==> config.mk <==
export PLATFORM = sky130hd
export DESIGN_NAME = hazard_unit
export DESIGN_NICKNAME = d
export VERILOG_FILES = /design/src/rtl/hazard_unit.sv
export SDC_FILE = /design/constraint.sdc
export NUM_CORES = 1
export LEC_CHECK = 0
export BUFFER_PORTS_ARGS = -buffer_cell sky130_fd_sc_hd__buf_4
export CELL_PAD_IN_SITES_DETAIL_PLACEMENT = 0
export CELL_PAD_IN_SITES_GLOBAL_PLACEMENT = 1
export CORE_ASPECT_RATIO = 0.75
export CORE_MARGIN = 4
export CORE_UTILIZATION = 30
export DETAILED_ROUTE_END_ITERATION = 10
export PLACE_DENSITY_LB_ADDON = 0.1
export SLEW_MARGIN = 40
export SYNTH_ARGS = -nofsm -noshare
export SYNTH_HDL_FRONTEND = slang
export SYNTH_SLANG_ARGS = --single-unit
==> constraint.sdc <==
create_clock -name clk -period 2.2 [get_ports clk]
set_clock_uncertainty 0.05 [all_clocks]
set_input_delay 0.44 -clock clk [delete_from_list [all_inputs] [get_ports clk]]
set_output_delay 0.44 -clock clk [all_outputs]
set_load 0.03 [all_outputs]
==> src/rtl/hazard_unit.sv <==
// Pipeline hazard controller: EX operand forwarding, load-use and redirect
// stall/flush generation, a multi-cycle execute FSM and a stall-cycle counter.
module hazard_unit #(
    parameter int MC_LAT = 4,
    parameter int CNT_W  = 32
) (
    input  logic             clk,
    input  logic             reset,
    input  logic [4:0]       Rs1D,
    input  logic [4:0]       Rs2D,
    input  logic [4:0]       Rs1E,
    input  logic [4:0]       Rs2E,
    input  logic [4:0]       RdE,
    input  logic [4:0]       RdM,
    input  logic [4:0]       RdW,
    input  logic             RegWriteM,
    input  logic             RegWriteW,
    input  logic [1:0]       ResultSrcE,
    input  logic             PCSrcE,
    input  logic             MultiCycleE,
    output logic             StallF,
    output logic             StallD,
    output logic             FlushD,
    output logic             StallE,
    output logic             FlushE,
    output logic             FlushM,
    output logic [1:0]       ForwardAE,
    output logic [1:0]       ForwardBE,
    output logic             McBusy,
    output logic [CNT_W-1:0] StallCount
);

    localparam int CW = (MC_LAT > 2) ? $clog2(MC_LAT) : 1;

    typedef enum logic {IDLE, BUSY} state_t;

    state_t        state;
    logic [CW-1:0] cnt;
    logic          lwStall;
    logic          mcStall;

    // Operand forwarding: the younger producer in MEM wins over WB.
    always_comb begin
        ForwardAE = 2'b00;
        if (RegWriteM && RdM != 5'd0 && RdM == Rs1E)      ForwardAE = 2'b10;
        else if (RegWriteW && RdW != 5'd0 && RdW == Rs1E) ForwardAE = 2'b01;
        ForwardBE = 2'b00;
        if (RegWriteM && RdM != 5'd0 && RdM == Rs2E)      ForwardBE = 2'b10;
        else if (RegWriteW && RdW != 5'd0 && RdW == Rs2E) ForwardBE = 2'b01;
    end

    // Hazard detection; the multi-cycle stall is masked during reset so an
    // aborted op never leaks a stall into the reset cycle.
    always_comb begin
        lwStall = (ResultSrcE == 2'b01) && (RdE != 5'd0) &&
                  ((Rs1D == RdE) || (Rs2D == RdE));
        mcStall = !reset && (((state == IDLE) && MultiCycleE) ||
                             ((state == BUSY) && (cnt != '0)));
        StallF  = lwStall | mcStall;
        StallD  = lwStall | mcStall;
        StallE  = mcStall;
        FlushM  = mcStall;
        FlushE  = !mcStall && (lwStall || PCSrcE);
        FlushD  = !mcStall && PCSrcE;
        McBusy  = !reset && (state == BUSY);
    end

    // Multi-cycle FSM: entry cycle plus MC_LAT-2 busy stalls, then one release
    // cycle in which the op advances. Stall counter saturates at all-ones.
    always_ff @(posedge clk) begin
        if (reset) begin
            state      <= IDLE;
            cnt        <= '0;
            StallCount <= '0;
        end else begin
            case (state)
                IDLE: if (MultiCycleE) begin
                    state <= BUSY;
                    cnt   <= CW'(MC_LAT - 2);
                end
                BUSY: if (cnt != '0) cnt <= cnt - CW'(1);
                      else           state <= IDLE;
                default: state <= IDLE;
            endcase
            if (StallF && (StallCount != '1))
                StallCount <= StallCount + CNT_W'(1);
        end
    end

endmodule

==> results.tsv, run 1 <==
metric	value	unit
synth warn	0	
row count	26	
antenna-violating nets left	0	
Synth top cells by count	xnor2_1 (38), nor2_1 (36), dfxtp_1 (35)	
detailed-route via count	2358	
count leader, synth	xnor2_1	
mapped cell area	2180	um^2
fill count	656	
nature of the critical path startpoint	input pin	
switching fraction of total power	0.261	
DRC	0	
clk root buf	clkbuf_8	
Design Power	1.62	mW
CTS tree	done	
pre-CTS setup slack	-0.156	ns
outcome	finished, violations left	
failing checks	negative setup slack	
combinational power share	0.222	
number of flops mapped to enable cells by yosys	0	
worst hold path class	flip-flop to flip-flop	
Layout Utilization	0.542	
Max VDD drop	0.000220	V
H-tree level count	2	
Worst-Margin Slew	0.294	ns
register area share after synthesis	0.321	
starting density of the core	0.315	
Switch Pwr	422	uW
max frequency	0.451	GHz
TNS Setup	-0.0308	ns
Clock Path Buffers	2	
placed cell count	490	
number of buffers created by CTS	5	
simple-gate portion of the synthesized area	0.343	
largest area contributor in the netlist	dfxtp_1	
post-synthesis adder-cell area fraction	0.0115	
design area	3750	um^2
area share of the largest cell type after synthesis	0.321	
multi-input logic area	1660	um^2
number of top-level pins	86	
PwrDens	430	nW/um^2
overall routed net length	6780	um
Final min period	2.22	ns
Seq cells post-synth	35	
synth unique cells	38	
register share of total power	0.397	
clock power share	0.381	
number of global-route vias before repair	2282	
share of layout cells above drive strength 1	0.488	
HPWL Detailed	5130	um
Post-synth ARST share	0	
post-synthesis compound-gate area fraction	0.0670	
number of diodes	0	
grt total ovfl	0	
CP max FO	5	
GRT Util Overall	0.157	
Hold-fix buffers, CTS	0	
port buffer count	85	
Chip Width	107	um
Mapped Cells	270	
pin count of the biggest net entering global routing	24	
RSZ-0062 raised after global routing	yes	
Post-Synth XOR/XNOR Area	0.213	
Hold Fails Final Rpt	0	
global-route wire length before repair	10900	um
critical path class	input pin to primary output	
Worst EP arrival	1.73	ns
prevailing post-synth register cell	dfxtp_1	
Syn Nets	315	
register area	708	um^2
Worst Path Required	1.71	ns
mux cell area share after synthesis	0.0115	
largest family of logic cells by synthesized area	simple AND/OR/NAND/NOR gates	
average cell area after synthesis	8.09	um^2
CP endpoint kind	primary output	
Fin Hold WS	0.454	ns
final setup fails	2	
total iterations of the first detailed-routing run	4	
1st-iter DRT viols	69	
Worst-path clk slew	0.07	ns
Max Cap Viol	0	
core footprint	6930	um^2
initial antenna violation count	0	
CTS sink cnt	35	
final setup margin	-0.0155	ns
Die Ht	81.9	um
Leak	1.49	nW
Final Max Tran Viols	0	
routed len/inst	13.3	um
Clock Latency Late Sink	0.29	ns
fin cells	508	
Synth area leaders	dfxtp_1 (32%), xnor2_1 (15%), nor2_1 (6.2%), xor2_1 (6.0%), nand3_1 (5.3%)	
Int Pwr	1.19	mW
nets	454	
Via density	4.64	
GP Congestion	0.769	
Worst slew margin	0.803	
area delta synth->final	71.9	%
Die ar.	8720	um^2
placed inst area	3300	um^2
Final Cycle Share	1.01	
==> cell families after synthesis <==
kind of cell	Yosys count
muxes	2
buffers and inverters	16
and+or+nand+nor	137
AOI/OAI and AO/OA	25
adders and majority gates	2
DFF	35
xor gates and xnor gates	53
==> final timing paths <==
path	start	endpoint	slack, ns	cells after the start
setup / recovery	RdE[1]	StallD	-0.02	7
hold / removal	cnt[1]	cnt[1]	0.45	2
setup reg to reg	cnt[0]	StallCount[31]	0.06	11
hold reg to reg	cnt[1]	cnt[1]	0.45	2
==> power by group through the flow <==
stage / registers (mW) / clock network (mW) / logic [mW]
2_1_floorplan: 0.662 / 0 / 0.138
3_3_place_gp: 0.657 / 0 / 0.296
3_5_place_dp: 0.657 / 0 / 0.298
4_1_cts: 0.642 / 0.629 / 0.321
5_1_grt: 0.643 / 0.648 / 0.389
6_report: 0.642 / 0.615 / 0.359
==> area by class of cell <==
| class | count | area share |
|---|---|---|
| sequential | 35 | 0.189 |
| tap | 98 | 0.0327 |
| clock inverter | 2 | 0.00934 |
| clock buffer | 6 | 0.0220 |
| inverter | 5 | 0.00500 |
| multi-input combinational | 219 | 0.442 |
| timing repair buffer | 143 | 0.300 |
==> cell usage in the layout (no fill, tap or decap), types with 2 or more instances in the layout <==
| master | Yosys | final |
|---|---|---|
| a21oi_1 | 8 | 6 |
| a21oi_2 | 1 | 2 |
| and2_1 | 2 | 2 |
| and3_1 | 4 | 3 |
| and4_1 | 5 | 3 |
| buf_4 | 2 | 128 |
| buf_6 | 0 | 14 |
| clkbuf_8 | 0 | 6 |
| dfxtp_1 | 35 | 29 |
| dfxtp_2 | 0 | 6 |
| inv_1 | 5 | 2 |
| inv_2 | 0 | 3 |
| nand2_1 | 12 | 12 |
| nand3_1 | 23 | 22 |
| nand4_1 | 6 | 6 |
| nor2_1 | 36 | 34 |
| nor2_4 | 0 | 3 |
| nor2b_1 | 4 | 3 |
| nor3_1 | 13 | 13 |
| nor4_2 | 0 | 2 |
| nor4_4 | 1 | 6 |
| nor4b_2 | 0 | 3 |
| o21ai_0 | 9 | 6 |
| o21ai_1 | 3 | 2 |
| o21ai_4 | 0 | 4 |
| or3_1 | 8 | 8 |
| or4_4 | 0 | 5 |
| xnor2_1 | 38 | 37 |
| xor2_1 | 15 | 15 |
==> routing by layer <==
layer | up-vias | wire length (um) | GRT usage
met1 | 1063 | 3290 | 0.216
met2 | 61 | 3080 | 0.250
li1 | 1226 | - | -
met4 | 0 | 66 | 0.0409
met3 | 8 | 345 | 0.0330
met5 | - | 0 | 0
==> worst max-delay path: stages <==
cell and delay (ns):
buf_4 0.11, or4_4 0.54, o21ai_4 0.21, o21ai_4 0.09
o21ai_4 0.11, inv_2 0.08, buf_6 0.14
==> state kept, by name, indices dropped and copies added, names as in the netlist <==
register and flops:
StallCount 32, cnt 2, state 1
==> what timing repair did <==
item / 4_1_cts / 5_1_grt
resized for setup: 19 / 46
endpoints found under the setup margin: 9 / 32
endpoints found under the hold margin: 0 / 0
gates cloned: 0 / 1
setup buffers: 1 / 8
pin swaps: 7 / 15
No activity file was read; power rests on OpenSTA's default activity.
==> run 2, diff against run 1 <==
--- a/config.mk
+++ b/config.mk
@@ -13,7 +13,7 @@
 export CORE_UTILIZATION = 30
 export DETAILED_ROUTE_END_ITERATION = 10
 export PLACE_DENSITY_LB_ADDON = 0.1
-export SLEW_MARGIN = 40
+export SETUP_SLACK_MARGIN = 0.3
 export SYNTH_ARGS = -nofsm -noshare
 export SYNTH_HDL_FRONTEND = slang
 export SYNTH_SLANG_ARGS = --single-unit
==> results.tsv, run 2 (synthesis gave the netlist of run 1 again) <==
metric	value	unit	change
outcome	finished, violations left		
failing checks	negative setup slack		
number of global-route vias before repair	2497		+9.4%
nets	463		+2.0%
Reg2Reg Depth	11		unchanged
Chip Width	107	um	unchanged
Die Ht	81.9	um	unchanged
worst hold path class	flip-flop to flip-flop		
H-tree level count	2		unchanged
pin count of the biggest net entering global routing	23		-4.2%
number of buffers created by CTS	5		unchanged
Worst-Margin Slew	0.385	ns	+0.0914 ns
GRT Util Overall	0.176		+0.0196
max frequency	0.446	GHz	-1.1%
number of diodes	0		unchanged
port buffer count	85		unchanged
R2R Path Start	cnt[0]		
design area	4320	um^2	+15%
clk root buf	clkbuf_8		
grt total ovfl	0		unchanged
Hold Fails Final Rpt	0		unchanged
initial antenna violation count	0		unchanged
Die ar.	8720	um^2	unchanged
Final min period	2.24	ns	+0.0254 ns
nature of the critical path startpoint	input pin		
RSZ-0062 raised after global routing	yes		
overall routed net length	7630	um	+13%
GP Congestion	0.817		+6.3%
PwrDens	349	nW/um^2	-19%
detailed-route via count	2490		+5.6%
share of layout cells above drive strength 1	0.613		+0.126
final setup margin	-0.0409	ns	-0.0254 ns
Clock Path Buffers	2		unchanged
Max Cap Viol	0		unchanged
Final Cycle Share	1.02		+0.0116
Worst Path Required	1.71	ns	about the same
Final Max Tran Viols	0		unchanged
commonest non-fill, non-tap cell in the layout	buf_4		
max reg flops	32		unchanged
CTS sink cnt	35		unchanged
Design Power	1.51	mW	-6.7%
Worst Hold Depth	2		unchanged
Critical R2R Capture	StallCount[30]		
final setup fails	5		+3
Hold Crit Start	StallCount[1]		
total iterations of the first detailed-routing run	4		unchanged
Via density	4.82		+3.8%
core footprint	6930	um^2	unchanged
antenna-violating nets left	0		unchanged
Hold-fix buffers, CTS	0		unchanged
number of top-level pins	86		unchanged
starting density of the core	0.315		unchanged
CTS tree	done		
routed len/inst	14.8	um	+11%
Clock Latency Late Sink	0.29	ns	about the same
Max VDD drop	0.000251	V	+14%
HPWL Detailed	5260	um	+2.6%
placed inst area	3410	um^2	+3.5%
Leak	1.61	nW	+8.5%
top flop regs	StallCount x32, cnt x2, state x1		
CP max FO	2		-3
area delta synth->final	98.1	%	
1st-iter DRT viols	83		+20%
DRC	0		unchanged
critical path class	input pin to primary output		
Worst EP arrival	1.75	ns	+0.02 ns
Worst-path clk slew	0.07	ns	about the same
Fin Hold WS	0.451	ns	-0.00241 ns
Layout Utilization	0.624		+0.0825
pre-CTS setup slack	-0.152	ns	+0.00425 ns
global-route wire length before repair	12200	um	+12%
commonest cells after routing, fill and taps aside	buf_4 (112), nor2_1 (33), buf_6 (33), xnor2_1 (32), dfxtp_4 (20)		
Largest Register	StallCount		
row count	26		unchanged
Worst slew margin	0.743		-0.0602
Min-Delay Endpoint	StallCount[1]		
R2R setup slack	-0.03	ns	-0.09 ns
CP endpoint kind	primary output		
## run 2: cell types whose count changed in the layout (fill, tap and decap cells not counted), sizes merged
cell	change
bufinv	-1
buf	+10
## run 2: layout make-up
class                   instances  area (um^2)
repair buffers                152         1370
clock inverters                 1         5.00
multi-input cells             219         1950
flip-flops and latches         35          786
inverters                       5         18.8
well taps                      98          123
clock buffers                   7         76.3
fillers                       598         2610
## run 2: how the worst max path moves through the flow
stage	startpoint	endpoint	slack, ns	cells after the start
final	RdM[3]	ForwardBE[0]	-0.04	7
after global routing	cnt[0]	StallCount[30]	-0.12	11
after CTS	RdM[3]	ForwardAE[0]	-0.10	6
after detailed placement	RdW[2]	ForwardAE[0]	-0.15	6
after global placement	RdW[2]	ForwardAE[0]	-0.09	6
after floorplan	RdE[1]	StallF	-0.11	7
## run 2: through the flow
step / setup TNS [ns] / std cells
final: -0.139 / 517
after global routing: -0.932 / 517
after CTS: -0.289 / 509
after detailed placement: -0.416 / 474
after global placement: -0.328 / 474
after floorplan: -0.106 / 270
## run 2: repair_timing
item,4_1_cts,5_1_grt
hold endpoints to repair,0,0
resized for setup,76,33
pin swaps,42,29
gates cloned,2,0
setup endpoints to repair,42,42
buffers inserted,25,8
## run 2: layer usage
metal / global-route usage / up-vias / wire length [um]
met1: 0.236 / 1162 / 3590
met5: 0 / - / 0
met3: 0.0353 / 10 / 385
li1: - / 1252 / -
met4: 0.0498 / 0 / 125
met2: 0.291 / 66 / 3540
## run 2: power breakdown
part	internal [mW]	total (mW)	leakage (nW)	switching (mW)
Sequential	0.617	0.623	0.302	0.00591
Clock	0.222	0.465	0.0422	0.243
Combinational	0.225	0.420	1.27	0.194
## run 2: worst max-delay path, stage by stage
cell     delay, ns
buf_6         0.10
or4_4         0.53
o21ai_4       0.19
buf_6         0.13
nor4_4        0.04
nor4_4        0.15
buf_6         0.16
==> run 3, diff against run 2 <==
--- a/config.mk
+++ b/config.mk
@@ -14,6 +14,7 @@
 export DETAILED_ROUTE_END_ITERATION = 10
 export PLACE_DENSITY_LB_ADDON = 0.1
 export SETUP_SLACK_MARGIN = 0.3
+export SLEW_MARGIN = 20
 export SYNTH_ARGS = -nofsm -noshare
 export SYNTH_HDL_FRONTEND = slang
 export SYNTH_SLANG_ARGS = --single-unit
==> constraint.sdc (replaced) <==
create_clock -name clk -period 2.2 [get_ports clk]
set_clock_uncertainty 0.05 [all_clocks]
set_input_delay 0.11 -clock clk [delete_from_list [all_inputs] [get_ports clk]]
set_output_delay 0.11 -clock clk [all_outputs]
set_load 0.03 [all_outputs]
==> results.tsv, run 3 (synthesis gave the netlist of run 1 again) <==
metric	value	unit	change
initial antenna violation count	0		unchanged
Reg2Reg Depth	12		+1
Clock Path Buffers	2		unchanged
Worst Path Required	2.31	ns	+0.60 ns
number of global-route vias before repair	2284		-8.5%
share of layout cells above drive strength 1	0.552		-0.0617
clk root buf	clkbuf_8		
Worst-path clk slew	0.07	ns	about the same
switching fraction of total power	0.269		-0.0251
DRC	0		unchanged
number of diodes	0		unchanged
R2R setup slack	0.13	ns	+0.16 ns
number of buffers created by CTS	5		unchanged
number of top-level pins	86		unchanged
TNS Setup	0	ns	+0.139 ns
nature of the critical path startpoint	flip-flop		
combinational power share	0.232		-0.046
Max VDD drop	0.000237	V	-5.5%
area delta synth->final	78.7	%	
Design Power	1.50	mW	-0.68%
RSZ-0062 raised after global routing	yes		
Final Max Tran Viols	0		unchanged
grt total ovfl	0		unchanged
starting density of the core	0.315		unchanged
port buffer count	85		unchanged
Int Pwr	1.09	mW	+2.8%
pin count of the biggest net entering global routing	40		+74%
register share of total power	0.422		+0.009
Via density	4.94		+2.6%
max frequency	0.484	GHz	+8.5%
HPWL Detailed	4870	um	-7.4%
critical path class	flip-flop to flip-flop		
Final Cycle Share	0.939		-0.0795
nets	441		-4.8%
Worst Hold Depth	4		+2
global-route wire length before repair	11500	um	-6.4%
routed len/inst	14.8	um	about the same
Hold-fix buffers, CTS	0		unchanged
row count	26		unchanged
CP endpoint kind	flip-flop		
CTS sink cnt	35		unchanged
Chip Width	107	um	unchanged
detailed-route via count	2445		-1.8%
Worst-Margin Slew	0.559	ns	+0.174 ns
commonest non-fill, non-tap cell in the layout	buf_4		
commonest cells after routing, fill and taps aside	buf_4 (105), xnor2_1 (37), nor2_1 (34), nand3_1 (22), dfxtp_2 (19)		
core footprint	6930	um^2	unchanged
H-tree level count	2		unchanged
clock power share	0.346		+0.037
Leak	1.45	nW	-10%
Worst EP arrival	2.17	ns	+0.42 ns
overall routed net length	7310	um	-4.3%
GP Congestion	0.759		-7.0%
CP max FO	4		+2
max reg flops	32		unchanged
Die ar.	8720	um^2	unchanged
worst hold path class	input pin to flip-flop		
1st-iter DRT viols	75		-9.6%
CTS tree	done		
GRT Util Overall	0.165		-0.0111
Largest Register	StallCount		
Worst slew margin	0.624		-0.119
antenna-violating nets left	0		unchanged
final setup fails	0		-5
outcome	completed		
total iterations of the first detailed-routing run	4		unchanged
Max Cap Viol	0		unchanged
PwrDens	384	nW/um^2	+10%
Hold Fails Final Rpt	0		unchanged
Clock Latency Late Sink	0.28	ns	about the same
Final min period	2.07	ns	-0.175 ns
Die Ht	81.9	um	unchanged
fill count	635		+6.2%
Switch Pwr	403	uW	-9.2%
top flop regs	StallCount x32, cnt x2, state x1		
run 3: timing repair:
action,4_1_cts,5_1_grt
setup endpoints to repair,33,39
gates resized for setup,55,33
pin swaps,28,30
setup buffers,25,6
cloned,4,0
run 3: final cells by class:
class	count	area, um^2	share of cell area
Sequential cell	35	758	0.194
Tap cell	98	123	0.0314
Clock buffer	8	100	0.0256
Inverter	5	22.5	0.00577
Multi-Input combinational cell	219	1750	0.448
Timing Repair Buffer	130	1150	0.295
run 3: power by group through the flow:
stage | clock network (mW) | registers (mW) | logic [mW]
finish | 0.518 | 0.632 | 0.347
global route | 0.565 | 0.633 | 0.370
CTS | 0.534 | 0.632 | 0.310
detailed placement | 0 | 0.651 | 0.265
global placement | 0 | 0.651 | 0.264
floorplan | 0 | 0.656 | 0.142
run 3: path summary, 6_finish.rpt:
kind,start,end
worst min register to register,StallCount[1],StallCount[1]
worst min-delay path,MultiCycleE,state
worst max-delay path,cnt[0],StallCount[13]
worst max register to register,cnt[0],StallCount[13]
run 3: per-stage QoR:
step            util  worst slack (ns)  instances  hold slack, ns  instance area (um^2)
2_1_floorplan      -             0.169        270           0.219                  2340
3_3_place_gp   0.448            0.0658        452           0.430                  3110
3_5_place_dp   0.448            0.0228        452           0.429                  3110
4_1_cts        0.536             0.119        489           0.166                  3720
5_1_grt        0.563            0.0414        495           0.207                  3900
6_report       0.563             0.134        495           0.178                  3900
run 3: per-layer routing:
metal	up-vias	global-route usage	routed length [um]
li1	1208	-	-
met1	1172	0.231	3580
met2	56	0.250	3280
met3	9	0.0463	382
met4	0	0.0447	70
met5	-	0	0
run 3: worst max-delay path, cell delays in order, from the launching register on:
cell	delay, ns
dfxtp_2	0.34
inv_2	0.04
ha_4	0.14
and2b_2	0.24
a21oi_4	0.05
o21ai_4	0.17
o21ai_4	0.11
buf_6	0.14
buf_16	0.13
buf_6	0.11
nor4_4	0.22
xnor2_1	0.15
nor2_1	0.05
